File: src/rtl/dly_pipe_pkg.sv
// Shared types and helpers for the variable-depth delay line.
package dly_pipe_pkg;

  typedef enum logic {
    FILL = 1'b0,
    RUN  = 1'b1
  } state_t;

  // Map a requested delay onto the implementable range 1..max_depth.
  function automatic int unsigned clamp_dly(input int unsigned dly,
                                            input int unsigned max_depth);
    if (dly == 0) begin
      return 1;
    end else if (dly > max_depth) begin
      return max_depth;
    end else begin
      return dly;
    end
  endfunction

endpackage

File: src/rtl/dly_pipe_lane.sv
// One lane of the delay line: a MAX_DEPTH-stage shift chain and its output tap mux.
module dly_pipe_lane #(
  parameter int unsigned WIDTH     = 16,
  parameter int unsigned MAX_DEPTH = 8,
  localparam int unsigned DW       = $clog2(MAX_DEPTH + 1)
) (
  input  logic             clk,
  input  logic             rst,
  input  logic             ce,
  input  logic [WIDTH-1:0] d,
  input  logic [DW-1:0]    sel,
  output logic [WIDTH-1:0] q
);

  logic [WIDTH-1:0] tap [MAX_DEPTH];

  always_ff @(posedge clk) begin
    if (rst) begin
      for (int i = 0; i < MAX_DEPTH; i++) tap[i] <= '0;
    end else if (ce) begin
      tap[0] <= d;
      for (int i = 1; i < MAX_DEPTH; i++) tap[i] <= tap[i-1];
    end
  end

  // sel is tap index (dly_eff-1), always within 0..MAX_DEPTH-1
  always_comb begin
    q = '0;
    for (int i = 0; i < MAX_DEPTH; i++) begin
      if (sel == DW'(i)) q = tap[i];
    end
  end

endmodule

File: src/rtl/dly_pipe_var.sv
// Multi-lane delay line with runtime depth, clock enable and refill qualification.
// Optional: define DLY_PIPE_ZERO_INVALID_EN to force q to zero while out_valid is low.
module dly_pipe_var
  import dly_pipe_pkg::*;
#(
  parameter int unsigned WIDTH     = 16,
  parameter int unsigned CHANNELS  = 1,
  parameter int unsigned MAX_DEPTH = 8,
  localparam int unsigned DW       = $clog2(MAX_DEPTH + 1)
) (
  input  logic                      clk,
  input  logic                      rst,
  input  logic                      ce,
  input  logic [DW-1:0]             dly,
  input  logic                      in_valid,
  input  logic [CHANNELS*WIDTH-1:0] d,
  output logic [CHANNELS*WIDTH-1:0] q,
  output logic                      out_valid,
  output logic                      filling
);

  logic [DW-1:0]             dly_eff;
  logic [DW-1:0]             sel;
  logic [DW-1:0]             dly_q;
  logic                      change;
  logic [MAX_DEPTH-1:0]      vtap;
  logic                      vld_raw;
  logic [CHANNELS*WIDTH-1:0] q_raw;
  logic [DW-1:0]             fill_cnt_q, fill_cnt_d;
  state_t                    state_q, state_d;

  assign dly_eff = DW'(clamp_dly(32'(dly), MAX_DEPTH));
  assign sel     = DW'(dly_eff - DW'(1));
  assign change  = (dly_eff != dly_q);

  // Shared valid chain, shifted in lockstep with the data lanes
  always_ff @(posedge clk) begin
    if (rst) begin
      vtap <= '0;
    end else if (ce) begin
      vtap[0] <= in_valid;
      for (int i = 1; i < MAX_DEPTH; i++) vtap[i] <= vtap[i-1];
    end
  end

  always_comb begin
    vld_raw = 1'b0;
    for (int i = 0; i < MAX_DEPTH; i++) begin
      if (sel == DW'(i)) vld_raw = vtap[i];
    end
  end

  always_ff @(posedge clk) begin
    if (rst) begin
      state_q    <= FILL;
      fill_cnt_q <= '0;
      dly_q      <= dly_eff;
    end else begin
      state_q    <= state_d;
      fill_cnt_q <= fill_cnt_d;
      dly_q      <= dly_eff;
    end
  end

  // A depth change restarts the refill even if ce is high in the same cycle
  always_comb begin
    state_d    = state_q;
    fill_cnt_d = fill_cnt_q;
    if (change) begin
      state_d    = FILL;
      fill_cnt_d = '0;
    end else begin
      case (state_q)
        FILL: begin
          if (ce) begin
            if (fill_cnt_q == sel) begin
              state_d    = RUN;
              fill_cnt_d = '0;
            end else begin
              fill_cnt_d = DW'(fill_cnt_q + DW'(1));
            end
          end
        end
        RUN:     state_d = RUN;
        default: state_d = FILL;
      endcase
    end
  end

  for (genvar k = 0; k < CHANNELS; k++) begin : g_lane
    dly_pipe_lane #(
      .WIDTH    (WIDTH),
      .MAX_DEPTH(MAX_DEPTH)
    ) u_lane (
      .clk(clk),
      .rst(rst),
      .ce (ce),
      .d  (d[k*WIDTH +: WIDTH]),
      .sel(sel),
      .q  (q_raw[k*WIDTH +: WIDTH])
    );
  end

  assign out_valid = (state_q == RUN) && vld_raw;
  assign filling   = (state_q == FILL);

`ifdef DLY_PIPE_ZERO_INVALID_EN
  assign q = out_valid ? q_raw : '0;
`else
  assign q = q_raw;
`endif

endmodule

File: config.mk
export PLATFORM = sky130hd
export DESIGN_NAME = dly_pipe_var
export DESIGN_NICKNAME = d
export VERILOG_FILES = /design/src/rtl/dly_pipe_pkg.sv /design/src/rtl/dly_pipe_lane.sv /design/src/rtl/dly_pipe_var.sv
export SDC_FILE = /design/constraint.sdc
export NUM_CORES = 1
export LEC_CHECK = 0
export CORE_ASPECT_RATIO = 1.4
export CORE_MARGIN = 8
export CORE_UTILIZATION = 60
export CTS_BUF_LIST = sky130_fd_sc_hd__clkbuf_16
export DETAILED_ROUTE_END_ITERATION = 10
export MAX_ROUTING_LAYER = met4
export PLACE_DENSITY = 0.8
export SLEW_MARGIN = 0
export SYNTH_ARGS = -nofsm -noshare
export SYNTH_HDL_FRONTEND = slang
export SYNTH_SLANG_ARGS = --single-unit
File: constraint.sdc
create_clock -name clk -period 4.6 [get_ports clk]
set_clock_uncertainty 0.1 [all_clocks]
set_input_delay 1.38 -clock clk [delete_from_list [all_inputs] [get_ports clk]]
set_output_delay 1.38 -clock clk [all_outputs]
set_load 0.005 [all_outputs]
[Yosys cells after proc, flatten, opt, wreduce, memory -nomap -nowiden]
Memories as Yosys holds them, arrays and structs flattened.
Index checks and enable logic that the tools add are counted.
W data, S select, Z words.
Storage, ports and cells
  register bits: 17
  RAM bits: 128
  bits of input ports: 24
  output and inout bits: 18
  memories kept: 1
Memories
  g_lane[0].u_lane.tap: words 8, bits a word 16, rd ports 8, clocked after memory_dff 0, write ports 8, RTL line dly_pipe_lane.sv:15  | logic [WIDTH-1:0] tap [MAX_DEPTH];
Cells by class
  add/sub/neg operators: 2
  $lt $le $gt $ge: 1
  equality and inequality tests: 9
  muxes and demuxes: 35
  bitwise operators: 9
  reductions and logical operators: 5
Operator list (count)
  $mux W16: 16
  $eq A4 B3 Y1 const B: 4
  $mux W1: 15
  $mux W4: 3
  $eq A4 B2 Y1 const B: 2
  $logic_not A4 Y1: 2
  $or A1 B1 Y1: 8
  $add A4 B1 Y4 const B: 1
  $eq A4 B1 Y1 const B: 1
  $eq A4 B4 Y1: 1
  $gt A4 B4 Y1 const B: 1
  $ne A4 B4 Y1: 1
  $sub A4 B1 Y4 const B: 1
  $pmux W1 S2: 1
  $reduce_and A2 Y1: 1
  $reduce_or A2 Y1: 1
  $logic_and A1 B1 Y1: 1
  $not A1 Y1: 1

[Depth between registers and ports, before layout]
Gate-level depths: netlist of run 1.
  word-level depth: 14
  depth in mapped cells: 11
  gate-level depth less buffers: 9

[Hierarchy]
From an unflattened synthesis of run 1, not the netlist that was laid out.
Unflattened totals
  cells, all modules: 625
  area total of the unflattened synthesis: 7079.3 um^2
Modules (own cells, without submodules)
  dly_pipe_lane: instances 1, cells an instance 529, area each 6132.1 um^2, sequential area each 3843.7 um^2
  dly_pipe_var: instances 1, cells an instance 96, area each 947.2 um^2, sequential area each 340.3 um^2

[Least setup slack after synthesis of run 1]
OpenSTA, ideal clock, no wires.
  path kind: in2out
  from: input dly[2]
  to: output q[0]
  arrival: 3023 ps
  required time: 3120 ps
  setup slack: 97 ps
  stages on the path: 11
  buffers on the path: 2
  path through: o21bai_1 > and2b_4 > clkinv_2 > ha_1 > buf_2 > inv_2 > xnor2_4 > nor3_2 > buf_4 > a21oi_1 > o31ai_1
Between the ends
  word-level cells in the longest chain between the ends: 13
  elaborated cells on any way between the ends: 21
  classes of those cells: add/sub (1); order compare (1); eq/ne (7); mux (10); reduce/logical (2)
Ends and longest elaborated chain
  start, declared: RTL line dly_pipe_var.sv:14  | input logic [DW-1:0] dly,
  $gt A4 B4 Y1: RTL line dly_pipe_pkg.sv:14  | end else if (dly > max_depth) begin
  $mux W4: RTL line dly_pipe_pkg.sv:14
  $mux W4 (*): RTL line dly_pipe_pkg.sv:12  | if (dly == 0) begin
  via dly_eff[0]: RTL line dly_pipe_var.sv:22  | logic [DW-1:0] dly_eff;
  $sub A4 B1 Y4 (*): RTL line dly_pipe_var.sv:33  | assign sel = DW'(dly_eff - DW'(1));
  $logic_not A4 Y1: RTL line dly_pipe_lane.sv:30  | if (sel == DW'(i)) q = tap[i];
  $mux W16 (7 in a row): RTL line dly_pipe_lane.sv:30
  $mux W16 (*): RTL line dly_pipe_lane.sv:30
  end, declared: RTL line dly_pipe_var.sv:17  | output logic [CHANNELS*WIDTH-1:0] q,
The timed path passes the listed nets; every way through them passes the cells marked *.

[Final worst setup path of run 1]
  from: input dly[2]
  to: output q[15]
Same word-level chain as after synthesis.

==> results.sh, run 1 <==
export IMPL_p_per_area_mw_per_mm2=366
export IMPL_clk_pin_slew_ns=0.07
export IMPL_whs_ns=0.439
export IMPL_gp_congestion=0.845
export IMPL_ys_seq_area_share_pct=59.1
export IMPL_path_class="input port to output port"
export IMPL_clock_fmax_mhz=212
export IMPL_ioPinCount=42
export IMPL_numClockSinks=145
export IMPL_cts_buffers=17
export IMPL_finalSetupViolations=14
export IMPL_finalCriticalPeriod_ns=4.72
export IMPL_die_x_um=108
export IMPL_syn_area_mm2=0.00708
export IMPL_clockRootBuffer="clkbuf_16"
export IMPL_startpoint="dly[2]"
export IMPL_drt_iter0_drc=627
export IMPL_violations="setup timing"
export IMPL_reg2regPathDepth=5
export IMPL_die_y_um=145
export IMPL_finalCoreUtilization_pct=78.4
export IMPL_hold_viol_final=0
export IMPL_p_int_w=0.00248
export IMPL_grt_overflow=0
export IMPL_fin_crit_sh_pct=103
export IMPL_end_kind="output port"
export IMPL_critPathLaunchType="input port"
export IMPL_synth_edf_count=128
export IMPL_insertion_delay_ns=0.42
export IMPL_status="complete, but fails checks"
export IMPL_tightest_slew_ns=0.745
export IMPL_synth_seq_cells=145
export IMPL_rsz0062_at_grt="true"
export IMPL_htreeDepth=4
export IMPL_grt_pass1_wl_mm=27.7
export IMPL_multiInputGateArea_mm2=0.00301
export IMPL_drv_cap=0
export IMPL_setup_slack_ns=-0.120
export IMPL_die_area_mm2=0.0156
export IMPL_cp_endpoint="q[15]"
export IMPL_p_sw_share_pct=26.0
export IMPL_fillCellCount=615
export IMPL_start_util_pct=60.5
export IMPL_cp_data_arrival_time_ns=3.24
export IMPL_power_leakage_nw=3.56
export IMPL_power_frac_clock_pct=40.3
export IMPL_num_vias=5607
export IMPL_nNetsFinal=746
export IMPL_syn_avg_cell_area_um2=11.2
export IMPL_cts_tree="yes"
export IMPL_first_pass_iters=7
export IMPL_synth_cell_types=48
export IMPL_syn_nets=660
export IMPL_seq_area_mm2=0.00418
export IMPL_wl_per_cell_um=20.8
export IMPL_ys_async_sr_fraction_pct=0
export IMPL_area_growth_pct=29.4
export IMPL_crit_required_ns=3.12
export IMPL_worstReg2RegEnd="fill_cnt_q[2]"
export IMPL_hpwlAfterDp_mm=10.2
export IMPL_viasPerCell=6.39
export IMPL_p_sw_w=0.000873
export IMPL_hp_class="flip-flop to flip-flop"
export IMPL_coreArea_mm2=0.0117
export IMPL_rows=47
export IMPL_grt_pass1_vias=5395
export IMPL_tns_ns=-0.685
export IMPL_grt_max_degree=97
export IMPL_r2r_start="dly_q[2]"
export IMPL_min_path_cells=2
export IMPL_synth_ff_type="edfxtp_1"
export IMPL_yosysWarnings=0
export IMPL_cp_max_fo=7
export IMPL_pwr_share_seq_pct=46.8
export IMPL_power_frac_comb_pct=12.9
export IMPL_clk_path_buf_depth=2
export IMPL_num_antenna_cells=0
export IMPL_antenna_found_initial=0
export IMPL_drt_wl_total_mm=18.3
export IMPL_track_usage_pct=23.2
export IMPL_r2r_slack_ns=2.93
export IMPL_ant_nets=0
export IMPL_peakVddDrop_mv=0.339
export IMPL_syn_inst=631
export IMPL_slew_violations=0
export IMPL_dp_slack_ns=-0.902
export IMPL_relSlewSlack_pct=50.3
export IMPL_remaining_drc_errors=0
export IMPL_portBuffers=41
export IMPL_drive_gt1_share_pct=29.5
[area by class of cell]
type / instances / share of cell area, %
flip-flops and latches: 145 / 45.6
multi-input cells: 412 / 32.8
repair buffers: 120 / 12.3
clock buffers: 17 / 4.64
well taps: 147 / 2.01
clock inverters: 15 / 1.62
inverters: 21 / 0.996
[logic make-up (layout without fill, tap and decap cells)]
group,after synthesis,after routing,synth area share (%)
xor+xnor,8,8,1.25
mux,12,12,1.94
simple gates,243,243,19.3
compound gates,144,144,13.3
fa+ha+maj,5,5,0.883
flops,145,145,59.1
buf+inv,74,173,4.34
[worst min-delay path by stage]
stage,from,end,slack [ns]
after global placement,vtap[7],vtap[7],0.38
after CTS,vtap[7],vtap[7],0.42
after floorplan,vtap[7],vtap[7],0.36
final,vtap[3],vtap[3],0.44
after global routing,state_q,state_q,0.47
after detailed placement,vtap[7],vtap[7],0.41
[routing by layer]
metal | share of wire (%) | vias to the layer above | track usage [%]
li1 | - | 2455 | -
met1 | 40 | 2738 | 28.7
met2 | 50 | 338 | 37.2
met3 | 7.3 | 76 | 4.46
met4 | 3.3 | 0 | 8.72
met5 | 0 | - | -
[power by group through the flow]
| stage | combinational, W | sequential, W | clock (W) |
|---|---|---|---|
| 3_5_place_dp | 0.000357 | 0.00159 | 0 |
| 4_1_cts | 0.000396 | 0.00157 | 0.00135 |
| 2_1_floorplan | 0.000201 | 0.00157 | 0 |
| 6_report | 0.000432 | 0.00157 | 0.00135 |
| 5_1_grt | 0.000457 | 0.00158 | 0.00142 |
| 3_3_place_gp | 0.000347 | 0.00158 | 0 |
[timing repair]
item	4_1_cts	5_1_grt
cloned	1	1
setup endpoints to repair	17	17
setup buffers	14	6
hold buffers	0	0
endpoints found under the hold margin	0	0
gates resized for setup	180	35
pin swaps	37	27
[registers in the layout, indices dropped and copies added, names as in the netlist]
name               cells
state_q                1
fill_cnt_q             4
dly_q                  4
g_lane.u_lane.tap    128
vtap                   8
[synth_stat cells (6+ instances only)]
master	count	share of area [%]
a22oi_1	11	1.2
clkbuf_1	37	2.0
dfxtp_1	17	4.8
nor2b_1	23	2.0
o21ai_0	29	2.0
nand2_1	35	1.9
nand3_1	15	1.1
nor2_1	34	1.8
and3_1	6	0.53
and2_1	97	8.6
a21oi_1	25	1.8
inv_1	18	0.95
mux2i_1	10	1.4
o21a_1	11	1.2
a221oi_1	12	1.5
nor3_1	7	0.49
buf_2	10	0.71
nand3b_1	11	1.2
a31oi_1	18	1.6
edfxtp_1	128	54
a211oi_1	25	2.6
[critical path: stages]
cell and delay [ns]:
buf_8 0.10, o21bai_4 0.12, and2b_4 0.19, buf_6 0.13, ha_4 0.19, buf_6 0.12, nor2b_4 0.03, buf_6 0.14
a22oi_1 0.19, nor2_1 0.10, a31oi_1 0.27, o21ai_2 0.12, buf_2 0.15
[metrics by stage]
stage | instance area, um2 | instances | power, W
after CTS | 8960 | 872 | 0.00331
after floorplan | 7080 | 631 | 0.00177
after global placement | 8000 | 826 | 0.00193
after global routing | 9170 | 877 | 0.00345
final | 9170 | 877 | 0.00336
after detailed placement | 8000 | 826 | 0.00194
[layout by cell type, fill, tap and decap left out, drive strengths merged, types with 5 or more instances in the layout]
master,netlist,layout
ha,5,5
a221oi,12,12
dfxtp,17,17
a31oi,18,18
mux2i,10,10
clkdlybuf4s50,0,20
xnor2,5,5
and3,7,7
clkinv,1,5
o21ai,29,29
a211oi,25,25
nand2,35,35
a21oi,25,25
nor3,8,8
inv,20,29
edfxtp,128,128
nand3b,11,11
nor2b,23,23
nor2,34,34
nand3,15,15
and2,97,97
o21a,11,11
a22oi,11,11
nor3b,5,5
clkbuf,37,18
buf,16,99
(Power assumes the default switching activity.)
==> inputs of run 2 (changes only) <==
--- a/config.mk
+++ b/config.mk
@@ -6,7 +6,7 @@
 export NUM_CORES = 1
 export LEC_CHECK = 0
 export CORE_ASPECT_RATIO = 1.4
-export CORE_MARGIN = 8
+export CORE_MARGIN = 5
 export CORE_UTILIZATION = 60
 export CTS_BUF_LIST = sky130_fd_sc_hd__clkbuf_16
 export DETAILED_ROUTE_END_ITERATION = 10
==> results.sh, run 2 (synthesized netlist as in run 1, its figures left out) <==
export IMPL_status="complete, but fails checks"
export IMPL_violations="setup timing"
export IMPL_tightest_slew_ns=0.809
export IMPL_area_growth_pct=30.0
export IMPL_mostFrequentLayoutCells="edfxtp_1 (128), and2_1 (96), buf_4 (57)"
export IMPL_stdcell_count=878
export IMPL_slowest_stage="mux4_2"
export IMPL_first_pass_iters=7
export IMPL_wl_per_cell_um=21.3
export IMPL_die_y_um=139
export IMPL_dp_cells=827
export IMPL_power_leakage_nw=3.52
export IMPL_path_cells="buf_6, o21bai_4, and2b_4, clkinv_4, ha_4, buf_12, buf_8, nand2_2, o21ai_2, mux4_2, nor2_2, a311oi_1, buf_2"
export IMPL_top_regs="g_lane.u_lane.tap (128), vtap (8)"
export IMPL_clock_fmax_mhz=213
export IMPL_cts_buffers=17
export IMPL_grt_max_degree=55
export IMPL_rows=47
export IMPL_setup_slack_ns=-0.0948
export IMPL_finalCoreUtilization_pct=78.7
export IMPL_viasPerCell=6.34
export IMPL_clk_pin_slew_ns=0.06
export IMPL_finalCriticalPeriod_ns=4.69
export IMPL_die_x_um=102
export IMPL_cts_tree="yes"
export IMPL_track_usage_pct=27.1
export IMPL_grt_pass1_wl_mm=28.8
export IMPL_layout_commonest_cell="edfxtp_1"
export IMPL_insertion_delay_ns=0.42
export IMPL_whs_ns=0.400
export IMPL_end_kind="output port"
export IMPL_numClockSinks=145
export IMPL_power_frac_comb_pct=13.1
export IMPL_portBuffers=41
export IMPL_antenna_found_initial=0
export IMPL_cp_top_family="buffers and inverters"
export IMPL_slowest_delay_ns=0.46
export IMPL_crit_required_ns=3.12
export IMPL_peakVddDrop_mv=0.316
export IMPL_fillCellCount=624
export IMPL_clockRootBuffer="clkbuf_16"
export IMPL_drive_gt1_share_pct=28.6
export IMPL_pwr_share_seq_pct=47.3
export IMPL_cp_data_arrival_time_ns=3.21
export IMPL_relSlewSlack_pct=46.0
export IMPL_multiInputGateArea_mm2=0.00302
export IMPL_die_area_mm2=0.0141
export IMPL_dp_slack_ns=-0.962
export IMPL_seq_area_mm2=0.00418
export IMPL_nNetsFinal=747
export IMPL_grt_overflow=0
export IMPL_p_sw_w=0.000817
export IMPL_hpwlAfterDp_mm=10.5
export IMPL_remaining_drc_errors=0
export IMPL_drt_iter0_drc=643
export IMPL_rsz0062_at_grt="true"
export IMPL_grt_pass1_vias=5627
export IMPL_p_per_area_mw_per_mm2=361
export IMPL_htreeDepth=4
export IMPL_p_sw_share_pct=24.6
export IMPL_num_vias=5570
export IMPL_p_int_w=0.00250
export IMPL_critPathLaunchType="input port"
export IMPL_path_class="input port to output port"
export IMPL_drv_cap=0
export IMPL_clk_path_buf_depth=2
export IMPL_cp_max_fo=6
export IMPL_num_antenna_cells=0
export IMPL_ant_nets=0
export IMPL_drt_wl_total_mm=18.7
export IMPL_coreArea_mm2=0.0117
export IMPL_regMostFlops="g_lane.u_lane.tap"
export IMPL_cts_hold_buf=0
export IMPL_critical_path_buf_inv_count=5
export IMPL_finalSetupViolations=16
export IMPL_r2r_slack_ns=2.89
export IMPL_hp_class="flip-flop to flip-flop"
export IMPL_fin_crit_sh_pct=102
export IMPL_slew_violations=0
export IMPL_start_util_pct=60.5
export IMPL_power_frac_clock_pct=39.5
export IMPL_ioPinCount=42
export IMPL_gp_congestion=0.867
export IMPL_hold_viol_final=0
export IMPL_largest_register_ffs=128
-- run 2: cell count changes in the layout (fill, tap and decap cells not counted), sizes merged --
cell,delta
clkinvlp,+1
inv,-6
bufinv,+1
buf,+1
clkinv,+4
-- run 2: layout make-up --
| cell class | count | area share [%] |
|---|---|---|
| tap | 147 | 2.00 |
| inverter | 21 | 1.05 |
| clock inverter | 15 | 1.40 |
| clock buffer | 17 | 4.62 |
| timing repair buffer | 121 | 12.7 |
| multi-input combinational | 412 | 32.8 |
| sequential | 145 | 45.4 |
-- run 2: power by group through the flow --
stage	clock network, W	logic [W]	registers, W
2_1_floorplan	0	0.000201	0.00157
3_3_place_gp	0	0.000351	0.00158
3_5_place_dp	0	0.000362	0.00159
4_1_cts	0.00131	0.000396	0.00156
5_1_grt	0.00139	0.000463	0.00158
6_report	0.00131	0.000437	0.00157
-- run 2: worst paths after layout --
path | depth (start not counted) | to | startpoint
worst min-delay path | 2 | vtap[7] | vtap[7]
worst min register to register | 2 | vtap[7] | vtap[7]
worst max-delay path | 13 | out_valid | dly[2]
worst max register to register | 5 | fill_cnt_q[2] | dly_q[2]
-- run 2: worst min-delay path, stage by stage, from the launching register on --
cell and delay [ns]:
dfxtp_1 0.33, mux2i_1 0.06, nor2_1 0.07
-- run 2: through the flow --
step                setup TNS, ns  power (W)  instance area, um2
floorplan                       0    0.00177                7080
global placement           -13.67    0.00194                8040
detailed placement         -14.28    0.00195                8040
CTS                        -0.490    0.00327                8950
global route                -1.95    0.00343                9210
finish                     -0.893    0.00332                9210
-- run 2: timing repair --
action / 4_1_cts / 5_1_grt
pin swaps: 28 / 23
setup buffers: 9 / 6
resized for setup: 158 / 43
setup endpoints to repair: 17 / 17
gates cloned: 3 / 1
-- run 2: per-layer routing --
metal	global-route usage [%]	wire, um
met3	6.84	1530
met2	40.9	9150
met1	34.2	7260
met4	12.6	774
met5	-	0
==> inputs of run 3 (changes only) <==
--- a/config.mk
+++ b/config.mk
@@ -5,6 +5,7 @@
 export SDC_FILE = /design/constraint.sdc
 export NUM_CORES = 1
 export LEC_CHECK = 0
+export ABC_CLOCK_PERIOD_IN_PS = 4600
 export CORE_ASPECT_RATIO = 1.4
 export CORE_MARGIN = 5
 export CORE_UTILIZATION = 60
==> results of run 3 <==
Same layout as run 2: the final DEF is identical, and so are final timing and power.
